## config.mk

```make
export PLATFORM = sky130hd
export DESIGN_NAME = program_sequencer
export DESIGN_NICKNAME = d
export VERILOG_FILES = /design/src/rtl/seq_pkg.sv /design/src/rtl/program_store.sv /design/src/rtl/program_sequencer.sv
export SDC_FILE = /design/constraint.sdc
export NUM_CORES = 1
export LEC_CHECK = 0
export CORE_MARGIN = 3
export CORE_UTILIZATION = 30
export DETAILED_ROUTE_END_ITERATION = 7
export GPL_ROUTABILITY_DRIVEN = 0
export SLEW_MARGIN = 0
export SYNTH_ARGS = -nofsm -noshare
export SYNTH_HDL_FRONTEND = slang
export SYNTH_SLANG_ARGS = --single-unit
export TNS_END_PERCENT = 1
```

## constraint.sdc

```tcl
create_clock -name clk -period 10.9 [get_ports clk]
set_input_delay 1.635 -clock clk [delete_from_list [all_inputs] [get_ports clk]]
set_output_delay 1.635 -clock clk [all_outputs]
set_load 0.05 [all_outputs]
```

## src/rtl/seq_pkg.sv

```systemverilog
// Shared types and defaults for the program sequencer.
// Latency: none (declarations only).
// Backpressure: n/a.
package seq_pkg;

    typedef enum logic [1:0] {
        IDLE  = 2'd0,
        FETCH = 2'd1,
        ISSUE = 2'd2,
        HALT  = 2'd3
    } state_t;

    localparam int HALT_WORD   = 0;
    localparam int DEF_INSTR_W = 32;
    localparam int DEF_DEPTH   = 8;

endpackage

```

## src/rtl/program_store.sv

```systemverilog
// Program word array: synchronous write, asynchronous read, cleared on reset.
// Latency: write visible the cycle after the strobe; read is combinational.
// Backpressure: none; writes are gated by the caller.
module program_store
    import seq_pkg::*;
#(
    parameter int INSTR_W = DEF_INSTR_W,
    parameter int DEPTH   = DEF_DEPTH,
    parameter int PC_W    = $clog2(DEPTH)
) (
    input  logic               clk,
    input  logic               rst,
    input  logic               we,
    input  logic [PC_W-1:0]    waddr,
    input  logic [INSTR_W-1:0] wdata,
    input  logic [PC_W-1:0]    raddr,
    output logic [INSTR_W-1:0] rdata
);

    logic [INSTR_W-1:0] mem [DEPTH];

    always_ff @(posedge clk or posedge rst) begin
        if (rst) begin
            for (int i = 0; i < DEPTH; i++) begin
                mem[i] <= '0;
            end
        end else if (we) begin
            mem[waddr] <= wdata;
        end
    end

    assign rdata = mem[raddr];

endmodule

```

## src/rtl/program_sequencer.sv

```systemverilog
// Fetches program words in order and issues them to the control unit.
// Latency: start -> first instr_valid in 2 cycles; 2 cycles per instruction.
// Backpressure: instr_out/pc_out held in ISSUE until instr_ready.
module program_sequencer
    import seq_pkg::*;
#(
    parameter int INSTR_W = DEF_INSTR_W,
    parameter int DEPTH   = DEF_DEPTH,
    parameter int PC_W    = $clog2(DEPTH),
    parameter int WRAP    = 0
) (
    input  logic               clk,
    input  logic               rst,
    input  logic               load_en,
    input  logic [PC_W-1:0]    load_addr,
    input  logic [INSTR_W-1:0] load_data,
    input  logic               start,
    output logic [INSTR_W-1:0] instr_out,
    output logic               instr_valid,
    input  logic               instr_ready,
    output logic [PC_W-1:0]    pc_out,
    input  logic               jump_en,
    input  logic [PC_W-1:0]    jump_addr,
    output logic               busy,
    output logic               halted
);

    // One extra bit so addresses can be range-checked against DEPTH for any DEPTH.
    localparam logic [PC_W:0]   DEPTH_X = (PC_W+1)'(DEPTH);
    localparam logic [PC_W-1:0] LAST_PC = PC_W'(DEPTH - 1);

    state_t             state, state_nxt;
    logic [PC_W-1:0]    pc, pc_nxt;
    logic [INSTR_W-1:0] instr_nxt;
    logic [PC_W-1:0]    pc_out_nxt;
    logic [INSTR_W-1:0] rd_data;
    logic               store_we;

    program_store #(
        .INSTR_W (INSTR_W),
        .DEPTH   (DEPTH),
        .PC_W    (PC_W)
    ) u_store (
        .clk   (clk),
        .rst   (rst),
        .we    (store_we),
        .waddr (load_addr),
        .wdata (load_data),
        .raddr (pc),
        .rdata (rd_data)
    );

    always_ff @(posedge clk or posedge rst) begin
        if (rst) begin
            state     <= IDLE;
            pc        <= '0;
            instr_out <= '0;
            pc_out    <= '0;
        end else begin
            state     <= state_nxt;
            pc        <= pc_nxt;
            instr_out <= instr_nxt;
            pc_out    <= pc_out_nxt;
        end
    end

    always_comb begin
        state_nxt  = state;
        pc_nxt     = pc;
        instr_nxt  = instr_out;
        pc_out_nxt = pc_out;
        store_we   = 1'b0;
        case (state)
            IDLE, HALT: begin
                store_we = load_en && ({1'b0, load_addr} < DEPTH_X);
                if (start) begin
                    pc_nxt    = '0;
                    state_nxt = FETCH;
                end
            end
            FETCH: begin
                if (rd_data == INSTR_W'(HALT_WORD)) begin
                    state_nxt = HALT;
                end else begin
                    instr_nxt  = rd_data;
                    pc_out_nxt = pc;
                    state_nxt  = ISSUE;
                end
            end
            ISSUE: begin
                if (instr_ready) begin
                    if (jump_en) begin
                        if ({1'b0, jump_addr} < DEPTH_X) begin
                            pc_nxt    = jump_addr;
                            state_nxt = FETCH;
                        end else begin
                            state_nxt = HALT;
                        end
                    end else if (pc != LAST_PC) begin
                        pc_nxt    = pc + PC_W'(1);
                        state_nxt = FETCH;
                    end else if (WRAP != 0) begin
                        pc_nxt    = '0;
                        state_nxt = FETCH;
                    end else begin
                        state_nxt = HALT;
                    end
                end
            end
            default: state_nxt = IDLE;
        endcase
    end

    // Decoded straight from the state register so reset clears them immediately.
    assign instr_valid = (state == ISSUE);
    assign busy        = (state == FETCH) || (state == ISSUE);
    assign halted      = (state == HALT);

endmodule

```

==> flow_metrics.env <==
export IMPL_hold_path_class="reg -> reg"
export IMPL_vias=7878
export IMPL_peakVddDrop_v=0.0001626
export IMPL_fmax_ghz=0.1966
export IMPL_numCtsBuffers=34
export IMPL_ys_types=40
export IMPL_cp_max_fo=43
export IMPL_ios=82
export IMPL_period_share=0.4666
export IMPL_seqCellArea_um2=7416
export IMPL_dpl_hpwl_um=20900
export IMPL_synth_fa_ha_area_frac=0.004685
export IMPL_die_area_um2=47080
export IMPL_cts_tree="built"
export IMPL_finalWorstSetupSlack_ps=5814
export IMPL_reg2reg_from="pc[2]"
export IMPL_critPathMaxStageDelay_ps=1060
export IMPL_finalCriticalPeriod_ps=5086
export IMPL_synth_top_family_by_area="multiplexers"
export IMPL_ys_seq_elements=296
export IMPL_synthCells=885
export IMPL_crit_buf_inv=1
export IMPL_synthTopCellsByCount="296 x dfrtp_1, 293 x mux2_2, 48 x mux4_2"
export IMPL_final_setup_tns_ps=0
export IMPL_finClkSkew_ps=13.32
export IMPL_cts_sinks=296
export IMPL_avgSynthCellArea_um2=15.09
export IMPL_powerDensity_nw_per_um2=314.3
export IMPL_antenna_found_initial=2
export IMPL_worst_pin_slew_ps=1257
export IMPL_p_leak_nw=6.412
export IMPL_cp_start_kind="flop"
export IMPL_cts_setup_buffers=0
export IMPL_grt_usage=0.1435
export IMPL_htreeDepth=2
export IMPL_area_growth_pct=18.97
export IMPL_min_from="pc_out[2]"
export IMPL_wl_um=33560
export IMPL_place_ws_ps=5832
export IMPL_post_cts_resized=0
export IMPL_initialDrtViolationCount=493
export IMPL_slew_headroom=0.1601
export IMPL_yosysTopAreaCell="dfrtp_1"
export IMPL_finalSetupViolCount=0
export IMPL_synth_most_common_cell="dfrtp_1"
export IMPL_nFillCells=4221
export IMPL_critPathKind="reg -> reg"
export IMPL_final_cells=1566
export IMPL_start_util=0.3066
export IMPL_grt_max_degree=159
export IMPL_die_x_um=217.0
export IMPL_synth_xor_area_frac=0
export IMPL_portBuffers=81
export IMPL_viasPerCell=5.031
export IMPL_final_max_slew_viol_count=0
export IMPL_drc_errors=0
export IMPL_clock_latency_ps=510
export IMPL_multi_input_area_um2=5684
export IMPL_rows=76
export IMPL_clk_pin_slew_worst_paths_ps=60
export IMPL_netlist_area_um2=13350
export IMPL_ant_nets=0
export IMPL_clock_root_buffer="clkbuf_16"
export IMPL_clk_path_buf_depth=3
export IMPL_async_flop_share=1.000
export IMPL_first_global_vias=8382
export IMPL_path_delay_family="compound AO/OA/AOI/OAI gates"
export IMPL_cp_slowest_cell="nor2b_1"
export IMPL_hold_violations=0
export IMPL_outcome="finished clean"
export IMPL_worstPathRequired_ps=11290
export IMPL_drive_gt1_frac=0.4204
export IMPL_hold_buffers=0
export IMPL_grt_overflow=0
export IMPL_drtPass1Iterations=4
export IMPL_synth_compound_area_frac=0.02399
export IMPL_fin_total_pwr_mw=4.993
export IMPL_drv_cap=0
export IMPL_yosysSeqAreaShare=0.5547
export IMPL_synth_area_leaders="dfrtp_1 55%, mux2_2 25%, mux4_2 8.1%"
export IMPL_end_kind="flop"
export IMPL_synth_flop_cell="dfrtp_1"
export IMPL_avgRoutedWirePerCell_um=21.43
export IMPL_die_h_um=217.0
export IMPL_nNetsFinal=1006
export IMPL_muxShareOfSynthArea=0.3576
export IMPL_crit_chain="buf_4 -> nor2b_1 -> a221oi_1 -> nor4_1 -> o2111ai_1 -> o21ai_4 -> mux2_2"
export IMPL_syn_num_nets=934
export IMPL_yosys_warnings=0
export IMPL_synth_edf_count=0
export IMPL_grt_pass1_wl_um=52270
export IMPL_grt_setup_unrepaired="no"
export IMPL_cp_arrival_ps=5470
export IMPL_cp_startpoint="pc[2]"
export IMPL_core_area_um2=43550
export IMPL_synth_top_area_frac=0.5547
export IMPL_synthSimpleGateAreaFrac=0.03579
export IMPL_dp_cells=1506
## worst reg2reg max path, cell delays in order, from the launching register on
cell	delay, ps
dfrtp_4	780
buf_4	650
nor2b_1	1060
a221oi_1	330
nor4_1	430
o2111ai_1	260
o21ai_4	1010
mux2_2	450
## cell families after synthesis
kind of cell,Yosys count
fa+ha+maj,5
buf+inv,63
mux,380
flops,296
simple gates,101
compound gates,40
## cells in the final DEF (no fill, tap or decap), types with 8 or more instances in the layout
cell / synthesis / final
clkbuf_16: 0 / 37
nor2_1: 29 / 23
mux2i_1: 35 / 35
mux2_2: 293 / 293
nand2_1: 32 / 32
nor4_1: 16 / 16
mux4_2: 48 / 48
dfrtp_1: 296 / 293
clkbuf_8: 0 / 8
a221oi_1: 17 / 17
clkdlybuf4s50_1: 0 / 81
clkbuf_1: 25 / 11
buf_4: 4 / 9
## state kept, by name, summed over array words and instances, names as in the netlist
signal and count:
instr_out 32, pc 3, pc_out 3, state 2, u_store.mem 256
## layout make-up
class / instances / share of cell area
tap: 585 / 0.04607
inverter: 8 / 0.002363
antenna: 1 / 0.0001575
clock inverter: 3 / 0.002520
timing repair buffer: 91 / 0.05654
clock buffer: 56 / 0.06781
sequential: 296 / 0.4668
multi-input combinational: 526 / 0.3578
## per-layer routing
metal / track usage / wire (um)
met2: 0.2226 / 15470
met4: 0.03566 / 606
met3: 0.03002 / 1581
met5: 0 / 13
met1: 0.2062 / 15890
## final timing paths
kind,endpoint,slack (ps),depth (start not counted)
max,instr_out[16],5810,7
min,pc_out[2],490,1
max reg2reg,instr_out[16],5810,7
min reg2reg,pc_out[2],490,1
max in group asynchronous,pc[1],7730,3
min in group asynchronous,u_store.mem[75],1750,2
## power breakdown
group | switching (mW) | internal (mW)
logic | 0.882 | 0.955
clock network | 0.435 | 0.695
registers | 0.382 | 1.64
## per-stage QoR
stage	utilization	instance area, um^2	hold slack, ps
6_report	0.3648	15890	491.9
5_1_grt	0.3647	15890	509.6
4_1_cts	0.3647	15890	498.1
3_5_place_dp	0.3391	14770	485.3
3_3_place_gp	0.3391	14770	482.5
2_1_floorplan	-	13350	473.9
Note: power is estimated with default switching activity, not from simulation.
